### src/rtl/bcd_button_counter.sv
// -----------------------------------------------------------------------------
// bcd_button_counter
//   Turns two raw active-low push-buttons (up/down) into a debounced,
//   wrap-around count 0..MAX_COUNT. It drives the 7-segment decoder directly.
//   Each button passes through a 2-flop synchroniser, then a debouncer, then a
//   falling-edge detector that makes a registered one-cycle press pulse.
//   The carry and borrow pulses let a second digit be chained.
//
// Ports
//   clk         in   1      system clock, rising edge
//   rst_n       in   1      asynchronous active-low reset
//   btn_up_n    in   1      raw up button, active-low, asynchronous
//   btn_down_n  in   1      raw down button, active-low, asynchronous
//   load        in   1      synchronous load strobe, active-high
//   load_value  in   WIDTH  value to load, clamped to MAX_COUNT
//   digit       out  WIDTH  current count, registered
//   carry       out  1      one-cycle pulse on the MAX_COUNT->0 wrap
//   borrow      out  1      one-cycle pulse on the 0->MAX_COUNT wrap
// -----------------------------------------------------------------------------
module bcd_button_counter #(
    parameter int unsigned DEBOUNCE_CYCLES = 500000,
    parameter int unsigned MAX_COUNT       = 9,
    parameter int unsigned WIDTH           = 4
) (
    input  logic             clk,
    input  logic             rst_n,
    input  logic             btn_up_n,
    input  logic             btn_down_n,
    input  logic             load,
    input  logic [WIDTH-1:0] load_value,
    output logic [WIDTH-1:0] digit,
    output logic             carry,
    output logic             borrow
);

    localparam int unsigned      CntW    = (DEBOUNCE_CYCLES > 2) ? $clog2(DEBOUNCE_CYCLES) : 1;
    localparam logic [CntW-1:0]  CntLast = CntW'(DEBOUNCE_CYCLES - 1);
    localparam logic [WIDTH-1:0] MaxVal  = WIDTH'(MAX_COUNT);

    // Button index 0 = up, 1 = down. All button levels are active-low.
    logic [1:0]      raw_n;
    logic [1:0]      sync1_q, sync2_q;
    logic [1:0]      stable_q, stable_prev_q;
    logic [1:0]      press_q;
    logic [CntW-1:0] cnt_q [2];

    assign raw_n = {btn_down_n, btn_up_n};

    always_ff @(posedge clk or negedge rst_n) begin
        if (!rst_n) begin
            sync1_q       <= 2'b11;
            sync2_q       <= 2'b11;
            stable_q      <= 2'b11;
            stable_prev_q <= 2'b11;
            press_q       <= 2'b00;
            cnt_q[0]      <= '0;
            cnt_q[1]      <= '0;
        end else begin
            sync1_q       <= raw_n;
            sync2_q       <= sync1_q;
            stable_prev_q <= stable_q;
            // Only a released->pressed transition of the debounced level pulses.
            press_q       <= stable_prev_q & ~stable_q;
            for (int b = 0; b < 2; b++) begin
                if (sync2_q[b] == stable_q[b]) begin
                    cnt_q[b] <= '0;
                end else if (cnt_q[b] == CntLast) begin
                    // DEBOUNCE_CYCLES consecutive differing samples: accept the change.
                    stable_q[b] <= sync2_q[b];
                    cnt_q[b]    <= '0;
                end else begin
                    cnt_q[b] <= cnt_q[b] + CntW'(1);
                end
            end
        end
    end

    logic [WIDTH-1:0] digit_q, digit_d;
    logic             carry_q, carry_d;
    logic             borrow_q, borrow_d;
    logic             up_pulse, down_pulse;

    assign up_pulse   = press_q[0];
    assign down_pulse = press_q[1];

    always_comb begin
        digit_d  = digit_q;
        carry_d  = 1'b0;
        borrow_d = 1'b0;
        if (load) begin
            digit_d = (load_value > MaxVal) ? MaxVal : load_value;
        end else if (up_pulse && down_pulse) begin
            digit_d = digit_q;
        end else if (up_pulse) begin
            if (digit_q == MaxVal) begin
                digit_d = '0;
                carry_d = 1'b1;
            end else begin
                digit_d = digit_q + WIDTH'(1);
            end
        end else if (down_pulse) begin
            if (digit_q == '0) begin
                digit_d  = MaxVal;
                borrow_d = 1'b1;
            end else begin
                digit_d = digit_q - WIDTH'(1);
            end
        end
    end

    always_ff @(posedge clk or negedge rst_n) begin
        if (!rst_n) begin
            digit_q  <= '0;
            carry_q  <= 1'b0;
            borrow_q <= 1'b0;
        end else begin
            digit_q  <= digit_d;
            carry_q  <= carry_d;
            borrow_q <= borrow_d;
        end
    end

    assign digit  = digit_q;
    assign carry  = carry_q;
    assign borrow = borrow_q;

endmodule

### config.mk
export PLATFORM = sky130hd
export DESIGN_NAME = bcd_button_counter
export DESIGN_NICKNAME = d
export VERILOG_FILES = /design/src/rtl/bcd_button_counter.sv
export SDC_FILE = /design/constraint.sdc
export NUM_CORES = 1
export LEC_CHECK = 0
export BUFFER_PORTS_ARGS = -buffer_cell sky130_fd_sc_hd__buf_2
export CORE_MARGIN = 2
export CORE_UTILIZATION = 61
export CTS_BUF_LIST = sky130_fd_sc_hd__clkbuf_8
export CTS_CLUSTER_SIZE = 20
export DETAILED_ROUTE_END_ITERATION = 16
export PLACE_DENSITY = 0.8
export SLEW_MARGIN = 10
export SYNTH_ARGS = -nofsm -noshare
export SYNTH_HDL_FRONTEND = slang
export SYNTH_SLANG_ARGS = --single-unit
### constraint.sdc
create_clock -name clk -period 3.5 [get_ports clk]
set_input_delay 0.175 -clock clk [delete_from_list [all_inputs] [get_ports clk]]
set_output_delay 0.175 -clock clk [all_outputs]
set_load 0.01 [all_outputs]
Word level (Yosys, flattened, before mapping)
Index checks and enable logic that the tools add are counted.
Widths: inputs -> output; s select.
{"block": "word_totals", "regBits": 54, "output_inout_bits": 6, "input_bits": 9, "word_cells": 52}
{"block": "classes", "n_bitwise": 4, "addsub": 4, "order_cmp": 1, "n_reduce_logical": 6, "mux": 20, "eq_ne": 6}
{"operator": "$mux 19", "count": 4}
{"operator": "$add 19x1->19 const B", "count": 2}
{"operator": "$eq 19x19->1 const B", "count": 2}
{"operator": "$mux 4", "count": 7}
{"operator": "$mux 1", "count": 9}
{"operator": "$reduce_and 2->1", "count": 3}
{"operator": "$add 4x1->4 const B", "count": 1}
{"operator": "$eq 4x4->1 const B", "count": 1}
{"operator": "$gt 4x4->1 const B", "count": 1}
{"operator": "$logic_not 4->1", "count": 1}
{"operator": "$sub 4x1->4 const B", "count": 1}
{"operator": "$reduce_bool 3->1", "count": 1}
{"operator": "$and 2x2->2", "count": 1}
{"operator": "$eq 1x1->1", "count": 2}
{"operator": "$ne 2x2->1 const B", "count": 1}
{"operator": "$not 1->1", "count": 2}
{"operator": "$not 2->2", "count": 1}
{"operator": "$logic_and 1x1->1", "count": 1}

Longest topological paths before layout
Gate-level depths: netlist (run 1).
{"block": "depth", "ltp_word": 6, "depth_mapped": 6, "depth_no_buf": 5}

Worst setup path before layout (run 1)
OpenSTA, ideal clock, no wires.
{"block": "synth_path", "path_type": "register -> register", "startpoint": "register cnt_q[0] (netlist name)", "endpoint": "register cnt_q[18] (netlist name)", "arrival_time_ns": 1.815, "path_slack_ns": 1.607, "setup_ns": 0.078, "t_required_ns": 3.422, "path_buffers": 0, "stages_incl_launch_ff": 6, "period_less_slack_ns": 1.893, "path_cell_list": "dfrtp_1 > ha_1 > nand4_1 > nor4_1 > or3b_2 > a21oi_1"}
{"block": "synth_via", "elab_chain_len": 3, "word_cells_on_any_way": 4, "classes_between": "1 x add/sub; 1 x eq/ne; 2 x mux"}
{"item": "start: declaration", "line_no": "45", "text": "logic [CntW-1:0] cnt_q [2];"}
{"item": "start signal: indexed assignment", "line_no": "72", "text": "cnt_q[b] <= cnt_q[b] + CntW'(1);"}
{"item": "$add 19x1->19 or $eq 19x19->1 (tied branches)", "line_no": "72, 67"}
{"item": "$mux 19 *", "line_no": "67", "text": "end else if (cnt_q[b] == CntLast) begin"}
{"item": "$mux 19 *", "line_no": "65", "text": "if (sync2_q[b] == stable_q[b]) begin"}
Mark *: on every way between the ends. The rest lies on a longest branch, timed or not.
A chain may end at the register's enable or synchronous reset.

Worst setup path after layout (run 1)
Ends and elaborated chain as after synthesis.

==> flow_summary.rst, run 1 <==
.. list-table::
   :header-rows: 1

   * - Metric
     - Value
   * - Starting utilization of the core area
     - 65.0%
   * - Worst slew slack as a fraction of its limit
     - 56.8%
   * - Avg Inst Size Synth
     - 9.87 um^2
   * - Area of all placed cells without fillers
     - 2870 um^2
   * - Number of nets at the end of the flow
     - 296
   * - Data required, critical path
     - 3.72 ns
   * - Synth unique cells
     - 45
   * - Power per Cell Area
     - 362 nW/um^2
   * - Violations in the final reports
     - negative hold slack
   * - Start of the worst register-to-register path
     - cnt_q[0]
   * - Lkg Pwr
     - 1.14 nW
   * - Placeable Area
     - 4090 um^2
   * - Post-detailed-placement cell area
     - 2770 um^2
   * - Switching part of the total power
     - 23.3%
   * - Die height
     - 70.0 um
   * - Detailed-route via count
     - 1988
   * - Crit. Startpoint
     - cnt_q[0]
   * - Layout Skew
     - 0.0126 ns
   * - Top-level I/O count
     - 15
   * - Synthesized cell area
     - 2660 um^2
   * - Maximum operating frequency
     - 474 MHz
   * - Capture point of the worst path
     - cnt_q[18]
   * - Count of input and output buffers
     - 14
   * - Yosys warnings
     - 0
   * - Type of element launching the critical path
     - flop
   * - Layout Area Growth over Synthesis
     - 8.15%
   * - Worst-path maximum fanout
     - 6
   * - Diode insertion count for antenna repair
     - 0
   * - Final RePlAce weighted congestion
     - 0.863
   * - Clock input transition at the sequential cells of the worst setup and hold paths
     - 0.10 ns
   * - Depth of the worst register-to-register path
     - 5
   * - Count of TritonRoute iterations in the first routing pass
     - 4
   * - Buffer levels on the longest clock path
     - 2
   * - Minimum hold slack
     - -0.0146 ns
   * - Share of final-layout standard cells stronger than drive strength 1
     - 14.7%
   * - Half-perimeter wire length of the detailed placement result
     - 3240 um
   * - Number of instances resized during post-cts repair
     - 0
   * - TritonCTS clock tree
     - yes
   * - Max-cap violations
     - 0
   * - Fraction of the yosys area taken by sequential cells
     - 51.3%
   * - Root Buffer
     - sky130_fd_sc_hd__clkbuf_8
   * - Mapped Cells
     - 269
   * - Commonest cells after routing, fill and taps aside
     - 46 x sky130_fd_sc_hd__dfrtp_1, 36 x sky130_fd_sc_hd__nor2_1, 20 x sky130_fd_sc_hd__xnor2_1
   * - Remaining design rule violation count
     - 0
   * - Status
     - finished with violations
   * - Final period util
     - 60.3%
   * - Number of H-tree levels
     - 2
   * - Number of global-route vias before repair
     - 1850
   * - Destination of the worst register-to-register timing path
     - cnt_q[18]
   * - IR drop worst, VDD
     - 0.330 mV
   * - Kind of capture point of the worst setup path
     - flop
   * - Clock sinks
     - 54
   * - Clk_lat worst skew
     - 0.30 ns
   * - Largest net degree at the start of global routing
     - 55
   * - FP Rows
     - 23
   * - Arrival time at the worst endpoint
     - 2.33 ns
   * - Leading cell type in the layout, fill and taps excluded
     - sky130_fd_sc_hd__dfrtp_1
   * - Clk network pwr share
     - 30.6%
   * - Relative contribution of combinational cells to total power
     - 6.4%
   * - Total of endpoints with negative setup slack in the final report
     - 0
   * - FF+latch count, synth
     - 54
   * - Slew at the pin closest to its max-slew limit
     - 0.649 ns
   * - Met3 usage
     - 3.61%
   * - Wirelength per Cell
     - 13.7 um
   * - Shortest clock period the worst path allows after layout
     - 2.11 ns
   * - P_int
     - 0.000798 W
   * - Total power
     - 0.00104 W
   * - Number of clock buffers inserted by TritonCTS
     - 5
   * - Initial DRC count
     - 136
   * - Met1 Track Usage GR
     - 28.9%
   * - Net switching power
     - 0.000242 W
   * - First-pass GRT wire length
     - 8140 um
   * - Initial antenna violation count
     - 0
   * - Global-route track usage on met2
     - 31.0%
   * - Final hold violation count
     - 14
   * - Share of total power in sequential cells
     - 63.0%
   * - Gr usage total
     - 20.1%
   * - Average vias per placed instance
     - 5.92
   * - Mapped Nets
     - 280
   * - Setup tns final
     - 0 ns
   * - Category of the most critical setup path
     - reg2reg
   * - Fillers
     - 317
   * - Routing layer with the top usage in global route
     - met2
   * - Total Die Area
     - 4900 um^2
   * - DRT antenna net count
     - 0
   * - Total global routing overflow
     - 0
   * - Setup repair after global routing missed its margin
     - false
   * - Final wirelength
     - 4600 um
   * - Type of the most critical hold path
     - in2async
   * - Total count of max-transition violations in the final report
     - 0
   * - Width of the chip
     - 70.0 um
   * - Register-to-Register Setup Slack
     - 1.39 ns
==> registers in the layout, summed over array words and instances (netlist names) <==
| signal | cells |
|---|---|
| cnt_q | 38 |
| digit | 4 |
| press_q | 2 |
| stable_prev_q | 2 |
| stable_q | 2 |
| sync1_q | 2 |
| sync2_q | 2 |
| borrow | 1 |
| carry | 1 |
==> worst min-delay path by stage <==
stage	slack, ns	endpoint	cells after the start
2_1_floorplan	-0.12	borrow	0
3_3_place_gp	0.28	sync1_q[1]	1
3_5_place_dp	0.28	sync1_q[1]	1
4_1_cts	0.009	cnt_q[34]	2
5_1_grt	0.05	cnt_q[31]	2
6_report	-0.01	cnt_q[34]	2
==> routing by layer <==
metal  share of wire [%]  up-vias
li1                    -      990
met1                  49      940
met2                  45       51
met3                 5.0        7
met4                 1.5        0
met5                   0        -
==> cell families (layout without fill, tap and decap cells) <==
logic type,after synthesis,count (layout),share of synthesized area [%]
AND/OR/NAND/NOR,125,125,25.4
XOR/XNOR,29,29,9.57
multiplexers,3,3,1.23
buffers and inverters,17,34,2.45
flip-flops,54,54,51.3
adder cells (fa/ha/maj),2,2,0.942
AO/OA/AOI/OAI,39,39,9.14
==> critical path, cell delays in order, from the launching register on <==
cell and delay (ns):
sky130_fd_sc_hd__dfrtp_1 0.41, sky130_fd_sc_hd__ha_1 0.25, sky130_fd_sc_hd__nand4_1 0.26, sky130_fd_sc_hd__nor4_1 0.49, sky130_fd_sc_hd__or3b_2 0.48, sky130_fd_sc_hd__a21oi_1 0.16
==> through the flow <==
step | utilization [%] | setup slack [ns] | std cells
2_1_floorplan | - | 1.61 | 269
3_3_place_gp | 67.8 | 1.52 | 326
3_5_place_dp | 67.8 | 1.42 | 326
4_1_cts | 70.3 | 1.40 | 336
5_1_grt | 70.3 | 1.23 | 336
6_report | 70.3 | 1.39 | 336
==> cells in the mapped netlist, drive strengths merged <==
master / count / share of area [%]
nor4: 5 / 1.2
nand2: 15 / 2.1
xor2: 9 / 3.0
o21ai: 10 / 1.9
or3: 8 / 2.0
xnor2: 20 / 6.6
a22oi: 1 / 0.28
and4: 3 / 1.0
and3: 1 / 0.24
o41ai: 1 / 0.33
nor2: 36 / 5.1
o31ai: 5 / 1.8
nor3: 8 / 1.5
a211oi: 2 / 0.57
buf: 1 / 0.19
mux2i: 1 / 0.38
a2111oi: 1 / 0.33
nand3: 12 / 2.5
a211o: 1 / 0.33
nor3b: 1 / 0.28
nand3b: 1 / 0.28
or3b: 1 / 0.33
ha: 2 / 0.94
nand4: 14 / 3.3
a31oi: 1 / 0.24
and3b: 1 / 0.33
or2: 2 / 0.47
nor4b: 3 / 0.99
inv: 7 / 0.99
nand2b: 1 / 0.24
and2: 4 / 0.94
nand4b: 3 / 0.99
a21oi: 14 / 2.6
o21bai: 1 / 0.28
o22ai: 2 / 0.47
clkbuf: 9 / 1.3
dfstp: 8 / 7.9
dfrtp: 46 / 43
or4: 4 / 1.1
mux2: 2 / 0.85
nor2b: 2 / 0.47
==> cell type report <==
cell class | instances | area (um^2) | area share (%)
Clock buffer | 5 | 68.8 | 2.40
Clock inverter | 3 | 11.3 | 0.392
Inverter | 7 | 26.3 | 0.915
Multi-Input combinational cell | 198 | 1230 | 42.8
Sequential cell | 54 | 1360 | 47.4
Tap cell | 50 | 62.6 | 2.18
Timing Repair Buffer | 19 | 113 | 3.92
==> power by group through the flow <==
stage | clock (W) | combinational [W] | sequential (W)
6_report | 0.000318 | 0.0000662 | 0.000656
5_1_grt | 0.000353 | 0.0000770 | 0.000659
4_1_cts | 0.000328 | 0.0000676 | 0.000656
3_5_place_dp | 0 | 0.0000656 | 0.000668
3_3_place_gp | 0 | 0.0000647 | 0.000666
2_1_floorplan | 0 | 0.0000411 | 0.000661
==> repair_timing <==
item,in CTS,in global routing
hold endpoints to repair,2,0
setup buffers,0,0
hold buffers,2,0
Power figures use the tool's default switching activity.
==> inputs of run 2 (changes only) <==
--- a/config.mk
+++ b/config.mk
@@ -7,11 +7,11 @@
 export LEC_CHECK = 0
 export BUFFER_PORTS_ARGS = -buffer_cell sky130_fd_sc_hd__buf_2
 export CORE_MARGIN = 2
-export CORE_UTILIZATION = 61
+export CORE_UTILIZATION = 57
 export CTS_BUF_LIST = sky130_fd_sc_hd__clkbuf_8
 export CTS_CLUSTER_SIZE = 20
 export DETAILED_ROUTE_END_ITERATION = 16
-export PLACE_DENSITY = 0.8
+export PLACE_DENSITY = 0.78
 export SLEW_MARGIN = 10
 export SYNTH_ARGS = -nofsm -noshare
 export SYNTH_HDL_FRONTEND = slang
==> constraint.sdc (replaced) <==
create_clock -name clk -period 1.7 [get_ports clk]
set_input_delay 0.085 -clock clk [delete_from_list [all_inputs] [get_ports clk]]
set_output_delay 0.085 -clock clk [all_outputs]
set_load 0.01 [all_outputs]
==> flow_summary.rst, run 2 (synthesis results as in run 1) <==
.. list-table::
   :header-rows: 1

   * - Metric
     - Value
   * - Max-cap violations
     - 0
   * - Final period util
     - 102%
   * - Initial DRC count
     - 164
   * - Area of all placed cells without fillers
     - 3380 um^2
   * - Arrival time at the worst endpoint
     - 1.98 ns
   * - Register ranked first by flip-flop count
     - cnt_q
   * - Wirelength per Cell
     - 15.5 um
   * - Routed length on met1
     - 2710 um
   * - Master of the slowest instance on the critical path
     - sky130_fd_sc_hd__or4_4
   * - Final hold violation count
     - 0
   * - Data required, critical path
     - 1.95 ns
   * - Clock sinks
     - 54
   * - Share of final-layout standard cells stronger than drive strength 1
     - 32.9%
   * - Library cell appearing most often on the critical path
     - sky130_fd_sc_hd__or4_4
   * - Remaining design rule violation count
     - 0
   * - Cell chain of the critical path
     - nand3_2 > or4_4 > or4_4 > a21oi_2
   * - Lkg Pwr
     - 1.40 nW
   * - Number of placed cells counting well taps
     - 361
   * - Layout Area Growth over Synthesis
     - 27.5%
   * - Total count of max-transition violations in the final report
     - 0
   * - Category of the most critical setup path
     - reg2reg
   * - Detailed-route via count
     - 2269
   * - Half-perimeter wire length of the detailed placement result
     - 4020 um
   * - Power per Cell Area
     - 669 nW/um^2
   * - Root Buffer
     - sky130_fd_sc_hd__clkbuf_8
   * - Routed wl met3
     - 218 um
   * - Average vias per placed instance
     - 5.92
   * - Uppermost metal layer occupied by signal nets
     - met4
   * - Die height
     - 72.3 um
   * - Count of TritonRoute iterations in the first routing pass
     - 4
   * - Violations in the final reports
     - negative setup slack
   * - Total of endpoints with negative setup slack in the final report
     - 2
   * - Type of the most critical hold path
     - in2reg
   * - Width of the chip
     - 72.3 um
   * - Status
     - finished with violations
   * - Buffer levels on the longest clock path
     - 2
   * - Register-to-Register Setup Slack
     - -0.03 ns
   * - Diode insertion count for antenna repair
     - 0
   * - First-pass GRT wire length
     - 9590 um
   * - IR drop worst, VDD
     - 0.642 mV
   * - Peak per-stage delay on the critical path
     - 0.57 ns
   * - DRT antenna net count
     - 0
   * - Slew at the pin closest to its max-slew limit
     - 0.485 ns
   * - Initial antenna violation count
     - 0
   * - Top-level I/O count
     - 15
   * - Number of global-route vias before repair
     - 2196
   * - Layout Skew
     - 0.00609 ns
   * - TritonCTS clock tree
     - yes
   * - Total global routing overflow
     - 0
   * - Clock input transition at the sequential cells of the worst setup and hold paths
     - 0.09 ns
   * - Shortest clock period the worst path allows after layout
     - 1.73 ns
   * - Total Die Area
     - 5220 um^2
   * - Detail Route met2 WL
     - 2900 um
   * - Clk_lat worst skew
     - 0.31 ns
   * - Largest net degree at the start of global routing
     - 23
   * - Commonest cells after routing, fill and taps aside
     - 44 x sky130_fd_sc_hd__buf_4, 43 x sky130_fd_sc_hd__dfrtp_1, 36 x sky130_fd_sc_hd__nor2_1
   * - Final wirelength
     - 5920 um
   * - Maximum operating frequency
     - 578 MHz
   * - Worst slew slack as a fraction of its limit
     - 67.6%
   * - Number of clock buffers inserted by TritonCTS
     - 5
   * - Placeable Area
     - 4410 um^2
   * - Max FFs per register
     - 38
   * - Type of element launching the critical path
     - flop
   * - Post-detailed-placement cell area
     - 3060 um^2
   * - Number of nets at the end of the flow
     - 341
   * - Starting utilization of the core area
     - 60.1%
   * - Final RePlAce weighted congestion
     - 0.905
   * - Worst-path maximum fanout
     - 6
   * - Setup tns final
     - -0.0551 ns
   * - FP Rows
     - 24
   * - Setup repair after global routing missed its margin
     - true
   * - Kind of capture point of the worst setup path
     - flop
   * - Number of cells in the finished layout apart from fillers
     - 383
   * - Gr usage total
     - 23.7%
   * - Leading cell type in the layout, fill and taps excluded
     - sky130_fd_sc_hd__buf_4
   * - Setup WS post-layout
     - -0.0304 ns
   * - Count of input and output buffers
     - 14
   * - Number of H-tree levels
     - 2
[run 2: cell count changes in the layout (fill, tap and decap cells not counted), moves of 4 or more]
cell	before	now
sky130_fd_sc_hd__buf_4	3	44
sky130_fd_sc_hd__a21oi_2	0	4
sky130_fd_sc_hd__or3_4	0	4
sky130_fd_sc_hd__a21oi_1	14	10
[run 2: routing by layer]
layer | up-vias | global-route usage, %
li1 | 1081 | -
met1 | 1128 | 31.9
met2 | 48 | 39.2
met3 | 12 | 3.33
met4 | 0 | 8.81
met5 | - | 0
[run 2: path summary, 6_finish.rpt]
kind | start | endpoint | depth (start not counted)
max | cnt_q[22] | cnt_q[36] | 4
min | load_value[0] | digit[0] | 3
max reg2reg | cnt_q[22] | cnt_q[36] | 4
min reg2reg | sync1_q[0] | sync2_q[0] | 0
max in group asynchronous | rst_n | sync2_q[1] | 3
min in group asynchronous | rst_n | cnt_q[30] | 2
[run 2: where the power goes]
group / leakage [nW] / switching [W] / internal, W / total (W)
Clock: 0.0524 / 0.000405 / 0.000323 / 0.000729
Combinational: 0.635 / 0.000102 / 0.0000874 / 0.000190
Sequential: 0.709 / 0.0000323 / 0.00131 / 0.00134
[run 2: what timing repair did]
| action | 4_1_cts | 5_1_grt |
|---|---|---|
| setup endpoints to repair | 7 | 36 |
| hold buffers | 4 | 0 |
| gates cloned | 0 | 0 |
| endpoints found under the hold margin | 22 | 0 |
| pin swaps | 5 | 6 |
| setup buffers | 8 | 2 |
| gates resized for setup | 3 | 22 |
[run 2: through the flow]
step	setup slack, ns	utilization [%]	hold slack, ns	power, W
after global routing	-0.0922	76.7	0.0277	0.00235
after floorplan	-0.156	-	-0.211	0.00145
final	-0.0304	76.7	0.0157	0.00226
after detailed placement	-0.0615	69.3	0.0749	0.00153
after CTS	-0.0175	74.0	0.0135	0.00228
after global placement	-0.0243	69.3	0.0678	0.00153
[run 2: cell type report]
type | count | area, um^2
timing repair buffer | 64 | 463
sequential | 54 | 1370
inverter | 7 | 26.3
multi-input combinational | 198 | 1370
fill | 300 | 1030
clock buffer | 6 | 82.6
tap | 52 | 65.1
clock inverter | 2 | 8.76
[run 2: worst max-delay path, delay by kind of cell (launching register included)]
kind | cells | cell delay, ns
AND/OR/NAND/NOR | 3 | 1.17
flip-flops | 1 | 0.37
AO/OA/AOI/OAI | 1 | 0.13
